<file path="config.mk">
export PLATFORM = sky130hd
export DESIGN_NAME = seq_divider_2n_by_n
export DESIGN_NICKNAME = d
export VERILOG_FILES = /design/src/rtl/arith_pkg.sv /design/src/rtl/div_step.sv /design/src/rtl/ripple_n.sv /design/src/rtl/seq_divider_2n_by_n.sv
export SDC_FILE = /design/constraint.sdc
export NUM_CORES = 1
export LEC_CHECK = 0
export CAP_MARGIN = 15
export CORE_MARGIN = 2
export CORE_UTILIZATION = 54
export DETAILED_ROUTE_END_ITERATION = 6
export GPL_TIMING_DRIVEN = 0
export PLACE_DENSITY = 0.79
export SLEW_MARGIN = 15
export SYNTH_ARGS = -nofsm -noshare
export SYNTH_HDL_FRONTEND = slang
export SYNTH_SLANG_ARGS = --single-unit
</file>
<file path="constraint.sdc">
create_clock -name clk -period 3.1 [get_ports clk]
set_input_delay 0.775 -clock clk [delete_from_list [all_inputs] [get_ports clk]]
set_output_delay 0.775 -clock clk [all_outputs]
set_load 0.01 [all_outputs]
</file>
<file path="src/rtl/arith_pkg.sv">
// Shared arithmetic-unit definitions: divider FSM encoding and width helper.
package arith_pkg;

  typedef enum logic [1:0] {
    IDLE = 2'b00,
    RUN  = 2'b01,
    DONE = 2'b10
  } div_state_e;

  // Bits needed to hold values 0..v-1 (minimum 1).
  function automatic int clog2(input int v);
    int r;
    r = 0;
    while ((1 << r) < v) r++;
    return (r < 1) ? 1 : r;
  endfunction

endpackage

</file>
<file path="src/rtl/div_step.sv">
// One restoring-division step: shift in a dividend bit, trial-subtract the divisor.
module div_step #(
  parameter int N = 4
) (
  input  logic [N:0]   pr,
  input  logic         in_bit,
  input  logic [N-1:0] divisor,
  output logic [N:0]   pr_next,
  output logic         q_bit
);

  logic [N:0] pr_shift;
  logic [N:0] diff;
  logic       no_borrow;

  assign pr_shift = {pr[N-1:0], in_bit};

  // pr_shift - divisor as pr_shift + ~divisor + 1; carry-out set means no borrow.
  RippleN #(.W(N+1)) u_sub (
    .a    (pr_shift),
    .b    (~{1'b0, divisor}),
    .cin  (1'b1),
    .sum  (diff),
    .cout (no_borrow)
  );

  // pr[N] stays clear while pr < divisor; if it were set the shifted value
  // would exceed any divisor, so folding it in keeps the step total.
  assign q_bit   = no_borrow | pr[N];
  assign pr_next = q_bit ? diff : pr_shift;

endmodule

</file>
<file path="src/rtl/ripple_n.sv">
// W-bit ripple-carry adder built from a chain of full-adder cells.
module RippleN #(
  parameter int W = 5
) (
  input  logic [W-1:0] a,
  input  logic [W-1:0] b,
  input  logic         cin,
  output logic [W-1:0] sum,
  output logic         cout
);

  logic [W:0] c;

  assign c[0] = cin;

  // One full-adder cell per bit, carry rippling upward.
  for (genvar i = 0; i < W; i++) begin : g_fa
    assign sum[i]  = a[i] ^ b[i] ^ c[i];
    assign c[i+1]  = (a[i] & b[i]) | (c[i] & (a[i] ^ b[i]));
  end

  assign cout = c[W];

endmodule

</file>
<file path="src/rtl/seq_divider_2n_by_n.sv">
// Iterative restoring divider: 2N-bit dividend / N-bit divisor, one quotient bit per clock.
module seq_divider_2n_by_n
  import arith_pkg::*;
#(
  parameter int N = 4
) (
  input  logic           clk,
  input  logic           rst_n,
  input  logic           start,
  input  logic [2*N-1:0] A,
  input  logic [N-1:0]   B,
  output logic           busy,
  output logic           done,
  output logic [2*N-1:0] Q,
  output logic [N-1:0]   R,
  output logic           div0
);

  localparam int CW = clog2(2*N);
  localparam logic [CW-1:0] LAST = CW'(2*N-1);

  div_state_e     state;
  logic [CW-1:0]  cnt;
  logic           fin;      // all 2N iterations done; next RUN edge writes back
  logic [2*N-1:0] dvd;
  logic [N-1:0]   dvs;
  logic [N:0]     pr;
  logic [2*N-1:0] quo;

  logic [N:0]     pr_next;
  logic           q_bit;

  div_step #(.N(N)) u_step (
    .pr      (pr),
    .in_bit  (dvd[2*N-1]),
    .divisor (dvs),
    .pr_next (pr_next),
    .q_bit   (q_bit)
  );

  // FSM, datapath shift registers and registered outputs.
  // Q/R/div0 change only on entry to DONE so they stay stable through a run.
  always_ff @(posedge clk) begin
    if (!rst_n) begin
      state <= IDLE;
      cnt   <= '0;
      fin   <= 1'b0;
      dvd   <= '0;
      dvs   <= '0;
      pr    <= '0;
      quo   <= '0;
      busy  <= 1'b0;
      done  <= 1'b0;
      Q     <= '0;
      R     <= '0;
      div0  <= 1'b0;
    end else begin
      case (state)
        IDLE: begin
          done <= 1'b0;
          if (start) begin
            dvd <= A;
            dvs <= B;
            pr  <= '0;
            cnt <= '0;
            fin <= 1'b0;
            quo <= '0;
            if (B == '0) begin
              state <= DONE;
              done  <= 1'b1;
              Q     <= '1;
              R     <= '0;
              div0  <= 1'b1;
            end else begin
              state <= RUN;
              busy  <= 1'b1;
            end
          end
        end
        RUN: begin
          if (!fin) begin
            dvd <= {dvd[2*N-2:0], 1'b0};
            pr  <= pr_next;
            quo <= {quo[2*N-2:0], q_bit};
            if (cnt == LAST) begin
              fin  <= 1'b1;
              busy <= 1'b0;
            end else begin
              cnt <= cnt + 1'b1;
            end
          end else begin
            state <= DONE;
            done  <= 1'b1;
            Q     <= quo;
            R     <= pr[N-1:0];
            div0  <= 1'b0;
            fin   <= 1'b0;
          end
        end
        DONE: begin
          done  <= 1'b0;
          state <= IDLE;
        end
        default: state <= IDLE;
      endcase
    end
  end

endmodule

</file>
==> impl_metrics.csv <==
group,metric,value,unit
clocking,cts_made_buffers,5,
yosys,synth-edff-count,0,
place,dp_worst_setup_slack,300,ps
global_route,track_usage,23.0,%
critical_path,rrSetupSlack,260,ps
layout,layout_commonest_cell,"dfxtp_1",
yosys,syn_area,2250,sq um
route,ant_nets,0,
timing,skew,4.90,ps
timing,finalHoldViolations,0,
global_route,grt-ovfl-total,0,
power_and_ir_drop,switching_share,30.7,%
power_and_ir_drop,ir_drop,0.326,mV
clocking,cts.clk_slew.worst_paths,90,ps
power_and_ir_drop,clkPwrFrac,26.3,%
timing,relSlewSlack,52.1,%
route,wl_per_cell,14.1,um
layout,final_cell_mix,"46 x dfxtp_1, 27 x clkdlybuf4s50_1, 21 x nand2_1, 14 x nand3_1",
clocking,cts_tree,"yes",
route,wirelength,4.59,mm
place,port_buffers,27,
yosys,synth_nets,266,
hold_path,worst_hold_path_type,"reg2reg",
timing,slew_viol_final,0,
yosys,synth_area_leaders,"dfxtp_1 41%, o21ai_2 5.1%, ha_1 3.9%",
critical_path,r2r_cells,13,
timing,fin_crit_sh,91.5,%
global_route,grt_pass1_vias,1719,
clocking,insertion_delay,300,ps
critical_path,cp-startpoint,"dvd[7]",
critical_path,crit_path_start_kind,"flop",
route,vias_per_cell,5.45,
global_route,grt_pass1_wl,8.00,mm
floorplan,dieArea,4700,sq um
yosys,avgSynthCellArea,9.33,sq um
timing,finalSetupViolCount,0,
yosys,synth-async-reset-ratio,0,%
timing,rsz0062_at_grt,"no",
timing,min_period,2840,ps
layout,post-route-util,66.9,%
critical_path,cp.required,3290,ps
clocking,cts-root-buf,"clkbuf_8",
clocking,ctsResizeCount,0,
clocking,post-cts-setup-buffer-count,0,
floorplan,core,4000,sq um
clocking,htreeDepth,2,
power_and_ir_drop,p_leak,1.03,nW
run,drv_cap,0,
critical_path,setup.worst_path.end,"pr[2]",
floorplan,placementRows,23,
yosys,synth_top_area_share,41.0,%
critical_path,rr_startpoint,"dvd[7]",
yosys,synth.distinct_cells,40,
critical_path,cp.arrival,3030,ps
power_and_ir_drop,internal-power,0.000997,W
place,dpl.hpwl,3.37,mm
place,gp_congestion,0.855,
layout,nNetsFinal,300,
timing,tightest_slew,712,ps
yosys,syn-instance-count,241,
layout,fillers,336,
route,vias,1778,
critical_path,critPathMaxFanout,8,
yosys,ys_seq_elements,46,
route,drc,0,
global_route,grt_start_max_net_pins,15,
clocking,cts-hold-fix-buffers,0,
timing,max_freq,352,MHz
power_and_ir_drop,switching_power,0.000442,W
timing,setup_ws,263,ps
global_route,antenna_found_initial,0,
power_and_ir_drop,power.share.sequential,46.8,%
layout,diodes,0,
critical_path,critPathKind,"reg2reg",
yosys,yosysWarnings,0,
power_and_ir_drop,powerDensity,538,nW/um^2
route,dr.pass1.iters,4,
timing,hold_slack,460,ps
layout,syn2layout_area_growth,19.0,%
clocking,clockBufferDepth,2,
layout,drive_above_1_share,14.5,%
yosys,synth_top_area_cell,"dfxtp_1",
yosys,seq_area_frac_synth,41.0,%
floorplan,initial_core_util,56.2,%
outcome,status,"complete, no violations",
power_and_ir_drop,combPwrFrac,27.0,%
floorplan,dieWidth,68.5,um
route,drtIter0Drc,117,
floorplan,die_y,68.5,um
floorplan,design.portCount,30,
critical_path,r2r-end,"pr[2]",
clocking,cts_sinks,46,
yosys,ys.flop_type,"dfxtp_1",
critical_path,critical_path.endpoint_type,"flop",
timing,tns,0,ps
-- cell type report --
type	count	area (sq um)	area share, %
multi-input combinational	165	1170	43.7
sequential	46	921	34.4
timing repair buffer	27	270	10.1
buffer	19	116	4.35
clock buffer	6	82.6	3.09
tap	50	62.6	2.34
inverter	11	41.3	1.54
clock inverter	2	12.5	0.468
-- per-stage QoR --
stage,area (sq um),total power (W),std cells
6_report,2680,0.00144,326
5_1_grt,2680,0.00153,326
4_1_cts,2680,0.00144,326
3_5_place_dp,2580,0.00107,318
3_3_place_gp,2580,0.00106,318
2_1_floorplan,2250,0.000952,241
-- synth_stat cells (8+ instances only) --
cell type,number
nor2_1,9
a22oi_1,10
mux2i_1,8
o21ai_2,13
dfxtp_1,46
nand3_1,14
nand2_1,21
nor2b_1,13
inv_1,11
clkbuf_1,9
o21ai_0,12
-- per-layer routing --
| metal | vias up | routed length, um | track usage (%) |
|---|---|---|---|
| li1 | 917 | - | - |
| met1 | 816 | 2140 | 29.5 |
| met2 | 39 | 2200 | 38.7 |
| met3 | 6 | 191 | 4.87 |
| met4 | 0 | 57 | 6.75 |
| met5 | - | 0 | 0 |
-- state kept, by name, summed over array words and instances, names as in the netlist --
name	flops
Q	8
dvd	8
quo	8
pr	5
R	4
dvs	4
cnt	3
state	2
busy	1
div0	1
done	1
fin	1
-- cells by family (layout without fill, tap and decap cells) --
| kind of cell | after synthesis | count (layout) | share of synthesized area, % |
|---|---|---|---|
| and+or+nand+nor | 79 | 79 | 19.4 |
| AOI/OAI and AO/OA | 67 | 67 | 22.0 |
| buffers and inverters | 30 | 65 | 7.01 |
| muxes | 9 | 9 | 4.06 |
| adders and majority gates | 10 | 10 | 6.57 |
| DFF | 46 | 46 | 41.0 |
-- critical path, cell delays in order, from the launching register on --
cell      delay (ps)
dfxtp_1          370
inv_1             50
ha_1             180
fa_1             350
inv_1             70
fa_1             150
inv_1             50
fa_1             360
ha_1             220
nand2b_1          70
buf_1            280
mux2_2           380
a22oi_1          150
nor2b_1           60
-- worst min path at each step --
stage | cells past startpoint | to | startpoint | slack (ps)
2_1_floorplan | 2 | dvs[2] | dvs[2] | 440
6_report | 2 | Q[0] | Q[0] | 460
5_1_grt | 2 | Q[0] | Q[0] | 480
3_5_place_dp | 2 | R[1] | R[1] | 450
4_1_cts | 2 | R[1] | R[1] | 460
3_3_place_gp | 2 | R[0] | R[0] | 440
-- power by group through the flow --
stage / combinational [W] / sequential (W) / clock, W
floorplan: 0.000261 / 0.000691 / 0
global placement: 0.000379 / 0.000684 / 0
detailed placement: 0.000387 / 0.000687 / 0
CTS: 0.000388 / 0.000673 / 0.000381
global route: 0.000435 / 0.000680 / 0.000418
finish: 0.000388 / 0.000673 / 0.000378
(Power assumes the default switching activity.)
